==> config.mk <==
export PLATFORM = sky130hd
export DESIGN_NAME = xosera_bus_arbiter_flat
export DESIGN_NICKNAME = d
export VERILOG_FILES = /design/src/rtl/xosera_bus_arbiter_if.sv /design/src/rtl/xosera_bus_arbiter.sv /design/src/flat_wrapper.sv
export SDC_FILE = /design/constraint.sdc
export NUM_CORES = 1
export LEC_CHECK = 0
export BUFFER_PORTS_ARGS = -buffer_cell sky130_fd_sc_hd__clkbuf_2
export CORE_UTILIZATION = 46
export DETAILED_ROUTE_END_ITERATION = 8
export PLACE_DENSITY = 0.78
export SLEW_MARGIN = 20
export SYNTH_ARGS = -nofsm -noshare
export SYNTH_HDL_FRONTEND = slang
export SYNTH_SLANG_ARGS = --single-unit
==> constraint.sdc <==
create_clock -name clk -period 1.8 [get_ports clk]
set_clock_uncertainty 0.05 [all_clocks]
set_input_delay 0.36 -clock clk [delete_from_list [all_inputs] [get_ports clk]]
set_output_delay 0.36 -clock clk [all_outputs]
set_load 0.01 [all_outputs]
==> src/rtl/xosera_bus_arbiter_if.sv <==
// Requester-side bundle for the xosera host bus arbiter: two ports packed side by side.
// No latency of its own; pure wiring between requesters and the arbiter.
// Backpressure: each req bit is held until the matching ack bit pulses.
interface xosera_bus_arbiter_if;
  logic [1:0]  req_i;      // per-port request, held until ack
  logic [1:0]  wr_i;       // per-port 1=write, 0=read
  logic [7:0]  reg_num_i;  // {port1[3:0], port0[3:0]}
  logic [1:0]  bytesel_i;  // per-port 0=even byte, 1=odd byte
  logic [15:0] wdata_i;    // {port1[7:0], port0[7:0]}
  logic [1:0]  ack_o;      // one-cycle completion pulse per port
  logic [15:0] rdata_o;    // {port1, port0} read data
  logic [1:0]  grant_o;    // one-hot owner of in-flight access

  modport master (
    output req_i, wr_i, reg_num_i, bytesel_i, wdata_i,
    input  ack_o, rdata_o, grant_o
  );

  modport slave (
    input  req_i, wr_i, reg_num_i, bytesel_i, wdata_i,
    output ack_o, rdata_o, grant_o
  );
endinterface

==> src/rtl/xosera_bus_arbiter.sv <==
// Two-port arbiter sequencing byte accesses onto the xosera_main host bus, with even/odd word lock.
// Latency: req seen in IDLE -> ack CS_CYCLES+RD_LATENCY+2 cycles later; one access per CS_CYCLES+RD_LATENCY+3.
// Backpressure: a losing or locked-out port keeps req high and simply gets no ack until it is served.
// Optional macro XOSERA_ARB_TIMEOUT_EN: drops a word lock after LOCK_TIMEOUT idle cycles without owner request.
module xosera_bus_arbiter #(
  parameter int CS_CYCLES    = 2,
  parameter int RD_LATENCY   = 2,
  parameter int LOCK_TIMEOUT = 255
) (
  input  logic                       clk,
  input  logic                       reset_n_i,
  xosera_bus_arbiter_if.slave        host,
  output logic                       bus_cs_n_o,
  output logic                       bus_rd_nwr_o,
  output logic [3:0]                 bus_reg_num_o,
  output logic                       bus_bytesel_o,
  output logic [7:0]                 bus_data_o,
  input  logic [7:0]                 bus_data_i
);

  typedef enum logic [2:0] {S_IDLE, S_SETUP, S_STROBE, S_RECOVER, S_ACK} state_t;

  localparam int PMAX = (CS_CYCLES > RD_LATENCY) ? CS_CYCLES : RD_LATENCY;
  localparam int PW   = (PMAX > 1) ? $clog2(PMAX) : 1;

  state_t        state_q, state_d;
  logic [PW-1:0] phase_q, phase_d;
  logic          win_q, last_q, lock_q, owner_q;
  logic          rd_nwr_q, bsel_q;
  logic [3:0]    reg_q;
  logic [7:0]    data_q;
  logic [15:0]   rdata_q;
  logic [1:0]    elig;
  logic          win_d, start, capture, done;

  // Eligibility (only the owner while a word is open) and round-robin winner pick
  always_comb begin
    elig = host.req_i;
    if (lock_q) elig = owner_q ? (host.req_i & 2'b10) : (host.req_i & 2'b01);
    if (elig == 2'b11) win_d = ~last_q;
    else               win_d = elig[1];
  end

  // Access sequencer: next state, phase countdown and one-shot strobes
  always_comb begin
    state_d = state_q;
    phase_d = phase_q;
    start   = 1'b0;
    capture = 1'b0;
    done    = 1'b0;
    unique case (state_q)
      S_IDLE: begin
        if (|elig) begin
          start   = 1'b1;
          state_d = S_SETUP;
        end
      end
      S_SETUP: begin
        state_d = S_STROBE;
        phase_d = PW'(CS_CYCLES - 1);
      end
      S_STROBE: begin
        if (phase_q == '0) begin
          state_d = S_RECOVER;
          phase_d = PW'(RD_LATENCY - 1);
        end else begin
          phase_d = phase_q - PW'(1);
        end
      end
      S_RECOVER: begin
        if (phase_q == '0) begin
          capture = rd_nwr_q;
          state_d = S_ACK;
        end else begin
          phase_d = phase_q - PW'(1);
        end
      end
      S_ACK: begin
        done    = 1'b1;
        state_d = S_IDLE;
      end
      default: state_d = S_IDLE;
    endcase
  end

  // State register; async reset drops cs_n straight away since cs_n decodes the state
  always_ff @(posedge clk or negedge reset_n_i) begin
    if (!reset_n_i) begin
      state_q <= S_IDLE;
      phase_q <= '0;
    end else begin
      state_q <= state_d;
      phase_q <= phase_d;
    end
  end

  // Latch the winner's fields; they stay stable on the bus until the next access
  always_ff @(posedge clk or negedge reset_n_i) begin
    if (!reset_n_i) begin
      win_q    <= 1'b0;
      last_q   <= 1'b1;
      rd_nwr_q <= 1'b1;
      reg_q    <= '0;
      bsel_q   <= 1'b0;
      data_q   <= '0;
    end else if (start) begin
      win_q    <= win_d;
      last_q   <= win_d;
      rd_nwr_q <= ~host.wr_i[win_d];
      reg_q    <= win_d ? host.reg_num_i[7:4] : host.reg_num_i[3:0];
      bsel_q   <= host.bytesel_i[win_d];
      data_q   <= win_d ? host.wdata_i[15:8] : host.wdata_i[7:0];
    end
  end

  // Read data capture on the last recover cycle into the winner's byte lane
  always_ff @(posedge clk or negedge reset_n_i) begin
    if (!reset_n_i) begin
      rdata_q <= '0;
    end else if (capture) begin
      if (win_q) rdata_q[15:8] <= bus_data_i;
      else       rdata_q[7:0]  <= bus_data_i;
    end
  end

`ifdef XOSERA_ARB_TIMEOUT_EN
  localparam int TW = (LOCK_TIMEOUT > 1) ? $clog2(LOCK_TIMEOUT + 1) : 1;
  logic [TW-1:0] idle_cnt_q;
  logic          owner_req;
  assign owner_req = host.req_i[owner_q];

  // Word lock: even byte opens it, owner's odd byte closes it, stale locks expire in IDLE
  always_ff @(posedge clk or negedge reset_n_i) begin
    if (!reset_n_i) begin
      lock_q     <= 1'b0;
      owner_q    <= 1'b0;
      idle_cnt_q <= '0;
    end else begin
      if (done) begin
        if (!bsel_q) begin
          lock_q  <= 1'b1;
          owner_q <= win_q;
        end else if (lock_q && owner_q == win_q) begin
          lock_q <= 1'b0;
        end
      end
      if (!lock_q || (start && win_d == owner_q)) begin
        idle_cnt_q <= '0;
      end else if (state_q == S_IDLE && !owner_req) begin
        if (idle_cnt_q == TW'(LOCK_TIMEOUT - 1)) begin
          lock_q     <= 1'b0;
          idle_cnt_q <= '0;
        end else begin
          idle_cnt_q <= idle_cnt_q + TW'(1);
        end
      end
    end
  end
`else
  // Timeout disabled: the parameter is kept only for a uniform interface
  logic unused_timeout;
  assign unused_timeout = (LOCK_TIMEOUT != 0);

  // Word lock: even byte opens it, owner's odd byte closes it
  always_ff @(posedge clk or negedge reset_n_i) begin
    if (!reset_n_i) begin
      lock_q  <= 1'b0;
      owner_q <= 1'b0;
    end else if (done) begin
      if (!bsel_q) begin
        lock_q  <= 1'b1;
        owner_q <= win_q;
      end else if (lock_q && owner_q == win_q) begin
        lock_q <= 1'b0;
      end
    end
  end
`endif

  assign bus_cs_n_o    = (state_q != S_STROBE);
  assign bus_rd_nwr_o  = rd_nwr_q;
  assign bus_reg_num_o = reg_q;
  assign bus_bytesel_o = bsel_q;
  assign bus_data_o    = data_q;

  assign host.ack_o    = (state_q == S_ACK) ? (win_q ? 2'b10 : 2'b01) : 2'b00;
  assign host.grant_o  = (state_q == S_IDLE) ? 2'b00 : (win_q ? 2'b10 : 2'b01);
  assign host.rdata_o  = rdata_q;

endmodule

==> src/flat_wrapper.sv <==
// flat-port wrapper written by rule: the top's interface ports become plain ports
module xosera_bus_arbiter_flat 
#(
  parameter int CS_CYCLES    = 2,
  parameter int RD_LATENCY   = 2,
  parameter int LOCK_TIMEOUT = 255
)
  (clk, reset_n_i, bus_cs_n_o, bus_rd_nwr_o, bus_reg_num_o, bus_bytesel_o, bus_data_o, bus_data_i, host_req_i, host_wr_i, host_reg_num_i, host_bytesel_i, host_wdata_i, host_ack_o, host_rdata_o, host_grant_o);
  xosera_bus_arbiter_if host_i ();
  input  logic clk;
  input  logic reset_n_i;
  output logic bus_cs_n_o;
  output logic bus_rd_nwr_o;
  output logic [3:0] bus_reg_num_o;
  output logic bus_bytesel_o;
  output logic [7:0] bus_data_o;
  input  logic [7:0] bus_data_i;
  input wire logic [$bits(host_i.req_i)-1:0] host_req_i;
  input wire logic [$bits(host_i.wr_i)-1:0] host_wr_i;
  input wire logic [$bits(host_i.reg_num_i)-1:0] host_reg_num_i;
  input wire logic [$bits(host_i.bytesel_i)-1:0] host_bytesel_i;
  input wire logic [$bits(host_i.wdata_i)-1:0] host_wdata_i;
  output wire logic [$bits(host_i.ack_o)-1:0] host_ack_o;
  output wire logic [$bits(host_i.rdata_o)-1:0] host_rdata_o;
  output wire logic [$bits(host_i.grant_o)-1:0] host_grant_o;
  assign host_i.req_i = host_req_i;
  assign host_i.wr_i = host_wr_i;
  assign host_i.reg_num_i = host_reg_num_i;
  assign host_i.bytesel_i = host_bytesel_i;
  assign host_i.wdata_i = host_wdata_i;
  assign host_ack_o = host_i.ack_o;
  assign host_rdata_o = host_i.rdata_o;
  assign host_grant_o = host_i.grant_o;
  xosera_bus_arbiter #(.CS_CYCLES(CS_CYCLES), .RD_LATENCY(RD_LATENCY), .LOCK_TIMEOUT(LOCK_TIMEOUT)) u_core (.clk(clk), .reset_n_i(reset_n_i), .host(host_i), .bus_cs_n_o(bus_cs_n_o), .bus_rd_nwr_o(bus_rd_nwr_o), .bus_reg_num_o(bus_reg_num_o), .bus_bytesel_o(bus_bytesel_o), .bus_data_o(bus_data_o), .bus_data_i(bus_data_i));
endmodule
# Word-level counts from Yosys, hierarchy flattened
# Index checks and enable logic that the tools add are counted.
# totals
ff_bits	38
latchBits	0
ramBits	0
rom_bits	0
in_bits	40
wordCells	64
memories	0
# classes
add_sub_neg	1
multipliers	0
div	0
n_lt_le_gt_ge	1
eq_ne	11
shift	0
muxes	26
n_bitwise	4
reduce_logical	9
# op_table
cell	n
$mux W1	14
$pmux W3 S4	1
$mux W2	5
$mux W3	3
$mux W8	1
$reduce_and A2 Y1	4
$eq A3 B2 Y1 const B	2
$ne A2 B2 Y1 const B	3
$mux W4	1
$not A1 Y1	4
$eq A3 B1 Y1 const B	1
$eq A3 B3 Y1 const B	1
$logic_not A3 Y1	1
$ne A3 B2 Y1 const B	1
$pmux W1 S3	1
$reduce_and A3 Y1	1
$reduce_bool A3 Y1	1
$eq A2 B2 Y1 const B	1
$lt A1 B2 Y1 const B	1
$ne A2 B1 Y1 const B	1
$reduce_or A2 Y1	1
$eq A1 B1 Y1	1
$logic_and A1 B1 Y1	1
$sub A1 B1 Y1 const B	1

# Longest topological paths before layout
# Gate-level depths: netlist (run 1).
# logic_depth
word_depth	7
mapped_depth	5
depth_no_buf	4

# Least setup slack after synthesis (run 1)
# Ideal clock, no wire load.
# synth_path
path_type	register to register
start	reg u_core.last_q
end	reg u_core.rd_nwr_q (netlist: u_core.bus_rd_nwr_o)
setup_time_ns	0.079
t_arrival_ns	1.355
required_ns	1.671
setup_slack_ns	0.316
path_stages_with_launch	5
path_buffers	0
synth_period_minus_slack_ns	1.484
cell_sequence	dfstp_2 > nand2_1 > o211ai_4 > mux2_2 > o21ai_0
# synth_between
elab_chain_cells	5
# synth_rtl
item	line	rtl
start: declaration	xosera_bus_arbiter.sv:28	logic win_q, last_q, lock_q, owner_q;
start signal: assignment	xosera_bus_arbiter.sv:108	last_q <= win_d;
$not A1 Y1	xosera_bus_arbiter.sv:40	if (elig == 2'b11) win_d = ~last_q;
$mux W1	xosera_bus_arbiter.sv:40	
$mux W1 (not written as such) (2 in a row)	xosera_bus_arbiter.sv:109	rd_nwr_q <= ~host.wr_i[win_d];
$not A1 Y1	xosera_bus_arbiter.sv:109	
end signal: assignment	xosera_bus_arbiter.sv:109	
end: declaration	xosera_bus_arbiter.sv:29	logic rd_nwr_q, bsel_q;
# No other way between the ends. The select of a mux whose other input is x is not followed.
# A chain may end at the register's enable or synchronous reset.

# Worst setup path after layout (run 1)
# layout_path
start	reg u_core.state_q[1]
end	out host_grant_o[1]
# layout_between
elab_chain_cells	2
# layout_rtl
item	line	rtl
start: declaration	xosera_bus_arbiter.sv:26	state_t state_q, state_d;
start signal: assignment	xosera_bus_arbiter.sv:92	state_q <= state_d;
$logic_not A3 Y1	xosera_bus_arbiter.sv:187	assign host.grant_o = (state_q == S_IDLE) ? 2'b00 : (win_q ? 2'b10 : 2'b01);
$mux W2	xosera_bus_arbiter.sv:187	
end: declaration	flat_wrapper.sv:25	output wire logic [$bits(host_i.grant_o)-1:0] host_grant_o;
# No other way between the ends.

==> impl_metrics.py, run 1 <==
metrics = {
    "synth": {
        "yosysTopAreaCellShare_pct": 52.9,
        "synth_top_area_cell": "dfrtp_1",
        "synth_area_leaders": "dfrtp_1 (53%), mux2_2 (11%), mux2i_1 (7.6%), o21ai_0 (4.7%), nand2_1 (4.2%)",
        "synth_seq_cells": 38,
        "syn-cell-area_sq_um": 1700,
        "synth_edf_count": 0,
        "yosys_warnings": 0,
        "syn-num-nets": 177,
        "synth_cells": 137,
        "seq_area_frac_synth_pct": 56.0,
        "synth_cell_types": 34,
        "ys_top_cells_by_count": "dfrtp_1 (36), nand2_1 (19), mux2_2 (16), o21ai_0 (16), mux2i_1 (13)",
        "yosys_most_used_dff": "dfrtp_1",
        "async_reset_ff_share_pct": 100,
        "yosysMostFrequentCell": "dfrtp_1",
        "synth.avg_cell_area_sq_um": 12.4,
    },
    "sta": {
        "drv_slew": 0,
        "worst_slew_pin_slew_ps": 440,
        "relSlewSlack_pct": 70.7,
        "max_freq_ghz": 0.565,
        "rsz0062_at_grt": "true",
        "fin_crit_ps": 1770,
        "hold_viol": 0,
        "period_share_pct": 98.3,
        "fin_tns_setup_ps": 0,
        "setup_viol": 0,
    },
    "placement": {
        "place_congestion": 0.763,
        "hpwl_mm": 2.69,
        "dp_cells": 258,
        "portBuffers": 74,
    },
    "critical_path": {
        "critPathSlowestCell": "dfrtp_1",
        "critPathLaunchType": "flip-flop",
        "timing.rr.start": "u_core.state_q[0]",
        "endpoint": "host_grant_o[1]",
        "critPathKind": "reg2out",
        "required_ps": 1390,
        "worstReg2RegEnd": "u_core.host.rdata_o[11]",
        "cp_max_fo": 3,
        "reg2regPathDepth": 6,
        "arrival_ps": 1360,
        "path_depth": 4,
        "worst_setup_path_end_kind": "output pin",
        "cp-startpoint": "u_core.state_q[1]",
        "max_stage_delay_ps": 390,
        "cpLargestDelayFamily": "simple AND/OR/NAND/NOR gates",
        "crit_chain": "buf_4 -> nor3_4 -> and2b_1 -> clkbuf_2",
        "regToRegSetupSlack_ps": 140,
        "cp.buffers_inverters": 2,
    },
    "clock_network": {
        "clkTransAtPathRegs_ps": 70,
        "cts_made_buffers": 5,
        "clockRootBuffer": "clkbuf_8",
        "cts_sinks": 38,
        "cts_tree": "built",
        "cts_max_path_buffers": 2,
        "cts_max_level": 2,
        "clock_latency_ps": 290,
    },
    "floorplan": {
        "coreArea_sq_um": 3440,
        "die_y_um": 62.8,
        "dieWidth_um": 62.8,
        "initial_core_util_pct": 49.5,
        "ios": 75,
        "rows": 21,
        "dieArea_sq_um": 3950,
    },
    "job": {
        "cap_violations": 0,
    },
    "route": {
        "drc": 0,
        "dr_total_vias": 1298,
        "ant_nets": 0,
        "wire_per_inst_um": 12.7,
        "finalWirelength_mm": 3.42,
        "firstDrtPassIters": 4,
        "routed_via_density": 4.83,
        "first_iter_violations": 59,
    },
    "layout": {
        "fillCellCount": 284,
        "fin_nets": 262,
        "layout.cells.non_filler": 269,
        "drive_gt1_share_pct": 54.7,
        "area_delta_synth_final_pct": 35.5,
        "n_antenna_cell": 0,
    },
    "hold_path": {
        "min_path_type": "in2reg",
    },
    "power": {
        "p_per_area_nw_per_um2": 1660,
        "cellLeakagePower_nw": 1.23,
        "vdd_drop_max_uv": 784,
    },
    "global_routing": {
        "grt-ovfl-total": 0,
        "grt_pass1_vias": 1287,
        "antenna_found_initial": 0,
        "grt_first_pass_wirelength_mm": 5.90,
        "grt_start_max_net_pins": 33,
        "grt_usage_pct": 19.6,
    },
    "status": {
        "status": "finished clean",
    },
}
## worst min-delay path by stage
stage / start / end / cells after the start
after detailed placement: reset_n_i / u_core.bus_reg_num_o[1] / 1
final: bus_data_i[3] / u_core.host.rdata_o[11] / 2
after CTS: bus_data_i[3] / u_core.host.rdata_o[11] / 2
after global placement: reset_n_i / u_core.bus_reg_num_o[1] / 1
after floorplan: reset_n_i / u_core.bus_bytesel_o / 0
after global routing: bus_data_i[3] / u_core.host.rdata_o[11] / 2
## per-layer routing
metal	GRT usage (%)	wire, um	share of wire (%)
met5	0	0	0
met4	6.98	65	1.9
met3	5.29	129	3.8
met2	34.0	1780	52
met1	23.2	1440	42
## final cells by class
type | count | area [sq um] | share of cell area, %
Sequential cell | 38 | 953 | 41.3
Clock buffer | 6 | 82.6 | 3.58
Tap cell | 46 | 57.6 | 2.49
Multi-Input combinational cell | 93 | 737 | 31.9
Timing Repair Buffer | 83 | 460 | 20.0
Clock inverter | 2 | 12.5 | 0.542
Inverter | 1 | 3.75 | 0.163
## timing repair
item,4_1_cts,5_1_grt
endpoints found under the setup margin,2,2
gates cloned,0,0
setup buffers,0,2
gates resized for setup,2,7
endpoints found under the hold margin,15,0
hold buffers,1,0
pin swaps,0,1
## cells in the final DEF (no fill, tap or decap), types with 2 or more instances in the layout
master and instances:
dfrtp_1 36, nand2_2 2, buf_6 2, o21ai_1 2, dfstp_2 2, mux2i_1 13
buf_4 5, nor2_1 4, mux2_2 16, o21ai_0 16, nor3_4 2, clkbuf_8 6
clkbuf_2 73, nand2_1 18
## through the flow
stage	power (mW)	hold slack (ps)	worst slack (ps)	util, %	cell area (sq um)
6_report	3.83	247	31.2	67.0	2310
4_1_cts	3.79	242	1.13	65.9	2270
3_5_place_dp	3.18	267	253	62.6	2160
5_1_grt	4.14	257	-24.4	67.0	2310
2_1_floorplan	2.55	14.4	316	-	1700
3_3_place_gp	3.13	268	278	62.6	2160
## kinds of logic (layout without fill, tap and decap cells)
logic type / Yosys count / after routing / share of synthesized area, %
flops: 38 / 38 / 56.0
simple gates: 36 / 36 / 11.8
mux: 31 / 31 / 19.8
compound gates: 25 / 25 / 9.85
buf+inv: 6 / 92 / 2.13
xor+xnor: 1 / 1 / 0.514
## registers in the layout, indices dropped and copies added, names as in the netlist
register	count
u_core.bus_reg_num_o	4
u_core.host.rdata_o	16
u_core.bus_data_o	8
u_core.owner_q	1
u_core.bus_rd_nwr_o	1
u_core.win_q	1
u_core.state_q	3
u_core.bus_bytesel_o	1
u_core.phase_q	1
u_core.lock_q	1
u_core.last_q	1
## power by group
| part | switching [mW] | total (mW) | internal [mW] |
|---|---|---|---|
| registers | 0.322 | 1.59 | 1.27 |
| clock network | 0.289 | 0.597 | 0.307 |
| logic | 0.820 | 1.65 | 0.826 |
## worst reg2reg max path, delay by kind of cell (launching register included)
family,cells,cell delay (ps)
and+or+nand+nor,3,490
DFF,1,410
muxes,1,350
buffers and inverters,2,250
Note: power is estimated with default switching activity, not from simulation.
==> run 2, diff against run 1 <==
--- a/config.mk
+++ b/config.mk
@@ -6,9 +6,8 @@
 export NUM_CORES = 1
 export LEC_CHECK = 0
 export BUFFER_PORTS_ARGS = -buffer_cell sky130_fd_sc_hd__clkbuf_2
-export CORE_UTILIZATION = 46
+export CORE_UTILIZATION = 36
 export DETAILED_ROUTE_END_ITERATION = 8
-export PLACE_DENSITY = 0.78
 export SLEW_MARGIN = 20
 export SYNTH_ARGS = -nofsm -noshare
 export SYNTH_HDL_FRONTEND = slang
==> impl_metrics.py, run 2 (same netlist as run 1, synthesis figures left out) <==
metrics = {
    "layout": {
        "fillCellCount": 426,
        "drive_gt1_share_pct": 54.7,
        "fin_nets": 262,
        "final_common_cell": "clkbuf_2",
        "largest_register_ffs": 16,
        "n_antenna_cell": 0,
        "layout_common_cells": "clkbuf_2 (74), dfrtp_1 (34), nand2_1 (18)",
        "area_delta_synth_final_pct": 35.5,
    },
    "floorplan": {
        "coreArea_sq_um": 4440,
        "initial_core_util_pct": 38.3,
        "die_y_um": 70.8,
        "ios": 75,
        "rows": 24,
        "dieArea_sq_um": 5010,
        "dieWidth_um": 70.8,
    },
    "sta": {
        "period_share_pct": 97.6,
        "max_freq_ghz": 0.569,
        "fin_crit_ps": 1760,
        "hold_viol": 0,
        "setup_viol": 0,
        "worst_slew_pin_slew_ps": 483,
        "rsz0062_at_grt": "false",
        "fin_tns_setup_ps": 0,
        "drv_slew": 0,
        "relSlewSlack_pct": 67.8,
    },
    "power": {
        "vdd_drop_max_uv": 661,
        "cellLeakagePower_nw": 1.23,
        "p_per_area_nw_per_um2": 1650,
        "power.total_mw": 3.81,
    },
    "critical_path": {
        "max_stage_delay_ps": 430,
        "critPathKind": "reg2out",
        "worst_setup_path_end_kind": "output pin",
        "crit_chain": "buf_6 -> or3_1 -> clkbuf_2",
        "regToRegSetupSlack_ps": 130,
        "critPathSlowestCell": "dfrtp_1",
        "cp_max_fo": 3,
        "critPathLaunchType": "flip-flop",
        "required_ps": 1390,
        "arrival_ps": 1350,
    },
    "route": {
        "drc": 0,
        "dr_total_vias": 1342,
        "firstDrtPassIters": 6,
        "first_iter_violations": 79,
        "ant_nets": 0,
        "routed_via_density": 4.88,
        "wire_per_inst_um": 12.5,
        "finalWirelength_mm": 3.43,
    },
    "clock_network": {
        "clkTransAtPathRegs_ps": 70,
        "cts_tree": "built",
        "cts_max_path_buffers": 2,
        "clock_latency_ps": 280,
        "cts_sinks": 38,
        "clockRootBuffer": "clkbuf_8",
        "cts_max_level": 2,
        "cts_made_buffers": 5,
    },
    "global_routing": {
        "antenna_found_initial": 0,
        "grt_pass1_vias": 1286,
        "grt-ovfl-total": 0,
        "grt_usage_pct": 14.8,
        "grt_start_max_net_pins": 33,
        "grt_first_pass_wirelength_mm": 5.80,
    },
    "placement": {
        "place_congestion": 0.701,
        "hpwl_mm": 2.64,
        "portBuffers": 74,
    },
    "job": {
        "cap_violations": 0,
    },
    "status": {
        "status": "finished clean",
    },
    "hold_path": {
        "min_path_type": "in2reg",
    },
}
## run 2: per-stage QoR
stage	setup slack (ps)	std cells	utilization [%]	hold slack, ps	instance area [sq um]
6_report	43.5	275	51.9	265	2310
4_1_cts	32.6	273	51.1	257	2270
3_5_place_dp	265	264	48.7	290	2160
3_3_place_gp	287	264	48.7	291	2160
2_1_floorplan	316	137	-	14.4	1700
5_1_grt	10.1	275	51.9	261	2310
## run 2: timing repair
action,4_1_cts,5_1_grt
hold buffers,1,0
buffers inserted,0,2
gates cloned,0,0
resized for setup,2,6
pin swaps,0,1
endpoints found under the hold margin,15,0
setup endpoints to repair,1,3
## run 2: final timing paths
check	startpoint	end	cells past startpoint
min reg2reg	u_core.bus_data_o[4]	u_core.bus_data_o[4]	2
max in group asynchronous	reset_n_i	u_core.state_q[1]	3
max	u_core.state_q[0]	bus_cs_n_o	3
max reg2reg	u_core.state_q[0]	u_core.host.rdata_o[11]	6
min	bus_data_i[3]	u_core.host.rdata_o[11]	2
min in group asynchronous	reset_n_i	u_core.bus_reg_num_o[1]	2
## run 2: where the power goes
part | leakage, nW | total [mW] | switching, mW | internal (mW)
clock | 0.0482 | 0.591 | 0.283 | 0.309
combinational | 0.725 | 1.62 | 0.807 | 0.813
sequential | 0.455 | 1.60 | 0.328 | 1.27
## run 2: routing by layer
layer | global-route usage, % | share of wire [%] | vias up
met5 | 0 | 0 | -
met4 | 6.67 | 1.7 | 0
met3 | 2.99 | 3.4 | 6
met2 | 23.7 | 48 | 33
met1 | 19.6 | 47 | 650
li1 | - | - | 653
## run 2: area by class of cell
class	count	area, sq um	share of cell area, %
clock buffers	7	86.3	3.74
clock inverters	1	5.00	0.217
well taps	52	65.1	2.82
multi-input cells	93	734	31.8
flip-flops and latches	38	956	41.4
inverters	1	3.75	0.163
repair buffers	83	457	19.8
## run 2: worst max-delay path, delay by kind of cell (launching register included)
family / cells / cell delay (ps)
DFF: 1 / 430
and+or+nand+nor: 1 / 360
buffers and inverters: 2 / 270
